**src/rtl/result_uart_tx.sv**
```systemverilog
// result_uart_tx: FIFO-buffered 8N1 UART transmitter for the processor result stream
module result_uart_tx #(
  parameter int CLKS_PER_BIT = 868,
  parameter int FIFO_DEPTH   = 4
) (
  input  logic       clk,
  input  logic       rstn,
  input  logic       pause,
  input  logic [7:0] data_in,
  input  logic       data_valid,
  input  logic       overflow_clr,
  output logic       tx,
  output logic       busy,
  output logic       full,
  output logic       empty,
  output logic       overflow
);
  localparam int AW = $clog2(FIFO_DEPTH);
  localparam int CW = $clog2(CLKS_PER_BIT);
  typedef enum logic [1:0] {IDLE, START, DATA, STOP} state_t;
  state_t        state;
  logic [7:0]    mem [FIFO_DEPTH];
  logic [AW-1:0] wptr, rptr;
  logic [AW:0]   count;
  logic [CW-1:0] cnt;
  logic [2:0]    idx;
  logic [7:0]    shreg;
  logic          push, pop, last;
  assign full  = count == (AW+1)'(FIFO_DEPTH);
  assign empty = count == '0;
  assign push  = data_valid & ~full;
  assign pop   = (state == IDLE) & ~empty & ~pause;
  assign last  = cnt == CW'(CLKS_PER_BIT - 1);
  always_ff @(posedge clk)
    if (push) mem[wptr] <= data_in;
  always_ff @(posedge clk or negedge rstn) begin
    if (!rstn) begin
      wptr     <= '0;
      rptr     <= '0;
      count    <= '0;
      overflow <= 1'b0;
    end else begin
      wptr     <= wptr + AW'(push);
      rptr     <= rptr + AW'(pop);
      count    <= count + (AW+1)'(push) - (AW+1)'(pop);
      overflow <= (data_valid & full) | (overflow & ~overflow_clr);
    end
  end
  // pause freezes every FSM register in place, including the IDLE pop decision
  always_ff @(posedge clk or negedge rstn) begin
    if (!rstn) begin
      state <= IDLE;
      cnt   <= '0;
      idx   <= '0;
      shreg <= '0;
      tx    <= 1'b1;
      busy  <= 1'b0;
    end else if (!pause) begin
      cnt <= (state == IDLE || last) ? '0 : cnt + 1'b1;
      case (state)
        IDLE: if (pop) begin
          state <= START;
          shreg <= mem[rptr];
          tx    <= 1'b0;
          busy  <= 1'b1;
        end
        START: if (last) begin
          state <= DATA;
          idx   <= '0;
          tx    <= shreg[0];
        end
        DATA: if (last) begin
          shreg <= shreg >> 1;
          idx   <= idx + 1'b1;
          tx    <= (idx == 3'd7) | shreg[1];
          if (idx == 3'd7) state <= STOP;
        end
        STOP: if (last) begin
          state <= IDLE;
          busy  <= 1'b0;
        end
        default: state <= IDLE;
      endcase
    end
  end
endmodule

```
**config.mk**
```make
export PLATFORM = sky130hd
export DESIGN_NAME = result_uart_tx
export DESIGN_NICKNAME = d
export VERILOG_FILES = /design/src/rtl/result_uart_tx.sv
export SDC_FILE = /design/constraint.sdc
export NUM_CORES = 1
export LEC_CHECK = 0
export ABC_AREA = 1
export ABC_CLOCK_PERIOD_IN_PS = 6600
export CAP_MARGIN = 25
export CORE_UTILIZATION = 40
export DETAILED_ROUTE_END_ITERATION = 12
export PLACE_DENSITY = 0.59
export SYNTH_ARGS = -nofsm -noshare
export SYNTH_HDL_FRONTEND = slang
export SYNTH_SLANG_ARGS = --single-unit
```
**constraint.sdc**
```tcl
create_clock -name clk -period 6.6 [get_ports clk]
set_input_delay 0.66 -clock clk [delete_from_list [all_inputs] [get_ports clk]]
set_output_delay 0.66 -clock clk [all_outputs]
set_load 0.05 [all_outputs]
```
==> results.py <==
metrics = {
    "detailed_routing": {
        "postRouteAntennaNets": 0,
        "wire_per_inst_um": 12.7,
        "totalWireLength_mm": 5.66,
        "vias": 2121,
        "firstDrtPassIters": 4,
        "drt_iter0_drc": 131,
        "drcViolationCount": 0,
        "vias_per_cell": 4.78,
    },
    "layout": {
        "nets": 367,
        "area_growth_pct": 17.1,
        "fillCellCount": 683,
        "antennaDiodeCount": 0,
        "fin_cells": 444,
        "drive_above_1_share": 0.139,
    },
    "worst_setup_path": {
        "cp_slowest_stage_delay_ns": 0.84,
        "crit_fanout": 3,
        "worst-r2r-setup-slack_ns": 4.13,
        "arrival_ns": 1.94,
        "crit_path_end_kind": "output pin",
        "crit_type": "reg -> out",
        "crit_path_start_kind": "flop",
        "critPathTopFamily": "buffers and inverters",
        "crit_path_top_delay_cell": "clkdlybuf4s50_1",
        "worstPathCellList": "inv_1 > nand2_1 > nor2_1 > clkdlybuf4s50_1",
        "worstPathRequired_ns": 5.94,
        "path_buf_inv": 2,
    },
    "cts": {
        "clock-sinks": 65,
        "clk_path_buf_depth": 2,
        "ctsHtreeMaxLevel": 3,
        "numCtsBuffers": 9,
        "cts_resized": 0,
        "tritoncts": "built",
        "cts.clk_slew.worst_paths_ns": 0.07,
        "cts-root-buf": "clkbuf_8",
        "cts_setup_buffers": 0,
        "clkLatencyLatePin_ns": 0.35,
        "cts_hold_buf": 0,
    },
    "timing": {
        "rsz0062_at_grt": "false",
        "setup_tns_ns": 0,
        "max-slew-margin-rel": 0.591,
        "final.period_utilization": 0.393,
        "period_needed_ns": 2.60,
        "finalMaxSlewViolations": 0,
        "max_freq_ghz": 0.385,
        "setup_viol": 0,
        "holdWs_ns": 0.475,
        "worst_slack_ns": 4.00,
        "worstMarginPinSlew_ns": 0.614,
        "fin_worst_skew_ns": 0.0127,
        "finalHoldViolations": 0,
    },
    "floorplan": {
        "core-area_um2": 7410,
        "io_pins": 18,
        "rows": 31,
        "die_area_um2": 8160,
        "die_x_um": 90.4,
        "dieHeight_um": 90.4,
        "initial_core_util": 0.422,
    },
    "run_status": {
        "status": "completed",
    },
    "placement": {
        "dp_hpwl_mm": 3.91,
        "gp_congestion": 0.753,
        "dpl_worst_slack_ns": 3.78,
        "io_buffers": 17,
        "placed_cells": 424,
    },
    "yosys": {
        "netlist_area_um2": 3120,
        "yosys-top-cells-count": "nand2_1, nand3_1, dfrtp_1, edfxtp_1, inv_1",
        "syn_inst": 313,
        "ys_warn_count": 0,
        "synth_area_leaders": "edfxtp_1, dfrtp_1, nand2_1",
        "yosysTopAreaCellShare": 0.308,
        "avgSynthCellArea_um2": 9.98,
        "async_flop_share": 0.508,
        "synth_area_leader_cell": "edfxtp_1",
        "yosysSeqAreaShare": 0.573,
        "syn_nets": 340,
        "yosysMostFrequentCell": "nand2_1",
        "ys_seq_elements": 65,
        "ys.flop_type": "edfxtp_1",
        "yosys.cell_types.count": 36,
        "synth_edf_count": 32,
    },
    "global_routing": {
        "antenna_found_initial": 0,
        "overflow": 0,
        "grt_pass1_wl_mm": 10.0,
        "grt_usage": 0.158,
        "grt_start_max_net_pins": 34,
        "grt_pass1_vias": 2055,
    },
    "power": {
        "power_density_nw_per_um2": 426,
        "p_leak_nw": 1.59,
        "peakVddDrop_mv": 0.260,
    },
    "job": {
        "drv_cap": 0,
    },
    "worst_hold_path": {
        "min_path_type": "reg -> reg",
    },
}
cell families (layout without fill, tap and decap cells):
| group | count (synthesis) | count (layout) | share of synthesized area |
|---|---|---|---|
| compound gates | 17 | 17 | 0.0325 |
| buf+inv | 35 | 67 | 0.0473 |
| flops | 65 | 65 | 0.573 |
| fa+ha+maj | 14 | 14 | 0.0585 |
| xor+xnor | 6 | 6 | 0.0168 |
| simple gates | 176 | 176 | 0.272 |
per-stage QoR:
step | power, mW | utilization | area, um^2
2_1_floorplan | 1.01 | - | 3120
3_3_place_gp | 1.13 | 0.457 | 3390
3_5_place_dp | 1.14 | 0.457 | 3390
4_1_cts | 1.57 | 0.490 | 3630
5_1_grt | 1.68 | 0.494 | 3660
6_report | 1.56 | 0.494 | 3660
layout make-up:
cell class,instances,area [um^2],share of cell area
clock buffers,9,124,0.0339
well taps,99,124,0.0339
flip-flops and latches,65,1790,0.489
repair buffers,22,203,0.0554
clock inverters,7,124,0.0339
multi-input cells,213,1190,0.325
inverters,29,109,0.0298
worst reg2reg max path, cell delays in order, from the launching register on:
cell and delay (ns):
dfrtp_1 0.45, inv_1 0.13, ha_1 0.24, inv_2 0.08
nor3_1 0.37, ha_1 0.31, inv_1 0.06, ha_1 0.13
inv_1 0.05, fa_1 0.37, xor2_1 0.17
metal layers:
metal  wire length [um]  global-route usage  vias up
met1               2770               0.211     1003
met2               2630               0.242       21
met3                169              0.0488        7
met4                 90              0.0605        0
li1                   -                   -     1090
met5                  0                   0        -
sequential cells by signal, indices dropped and copies added (netlist names):
signal,cells
mem,32
busy,1
wptr,2
shreg,8
rptr,2
idx,3
state,2
tx,1
cnt,10
overflow,1
count,3
path summary, 6_finish.rpt:
check | start | end | cells after the start
max | count[1]$_DFF_PN0_ | full | 4
min | tx$_DFFE_PN1P_ | tx$_DFFE_PN1P_ | 2
max reg2reg | state[0]$_DFFE_PN0P_ | count[2]$_DFF_PN0_ | 10
min reg2reg | tx$_DFFE_PN1P_ | tx$_DFFE_PN1P_ | 2
max in group asynchronous | rstn | tx$_DFFE_PN1P_ | 2
min in group asynchronous | rstn | idx[1]$_DFFE_PN0P_ | 2
placed cells by master, fill, tap and decap left out, types with 2 or more instances in the layout:
master,netlist,routed
clkbuf_8,0,9
or2_2,2,2
clkbuf_4,0,2
inv_2,4,4
xor2_1,5,5
nor2_4,4,4
edfxtp_1,32,32
nand3_4,2,2
nand3_1,40,40
buf_2,4,2
ha_1,13,13
a21oi_2,3,3
a21oi_1,2,2
dfrtp_1,32,32
bufinv_16,0,3
nor2_1,19,19
nand4_1,3,3
clkinv_1,2,2
nor3_1,5,5
inv_1,23,23
nand2_1,89,89
inv_6,0,3
nand2_2,2,2
nand3_2,2,2
o21ai_1,7,7
nor2_2,2,2
o21ai_0,3,3
clkdlybuf4s50_1,0,17
power breakdown:
part	total [mW]	internal (mW)	leakage [nW]	switching [mW]
logic	0.510	0.182	0.756	0.328
clock network	0.420	0.255	0.121	0.165
registers	0.628	0.539	0.711	0.0893
Power figures use the tool's default switching activity.
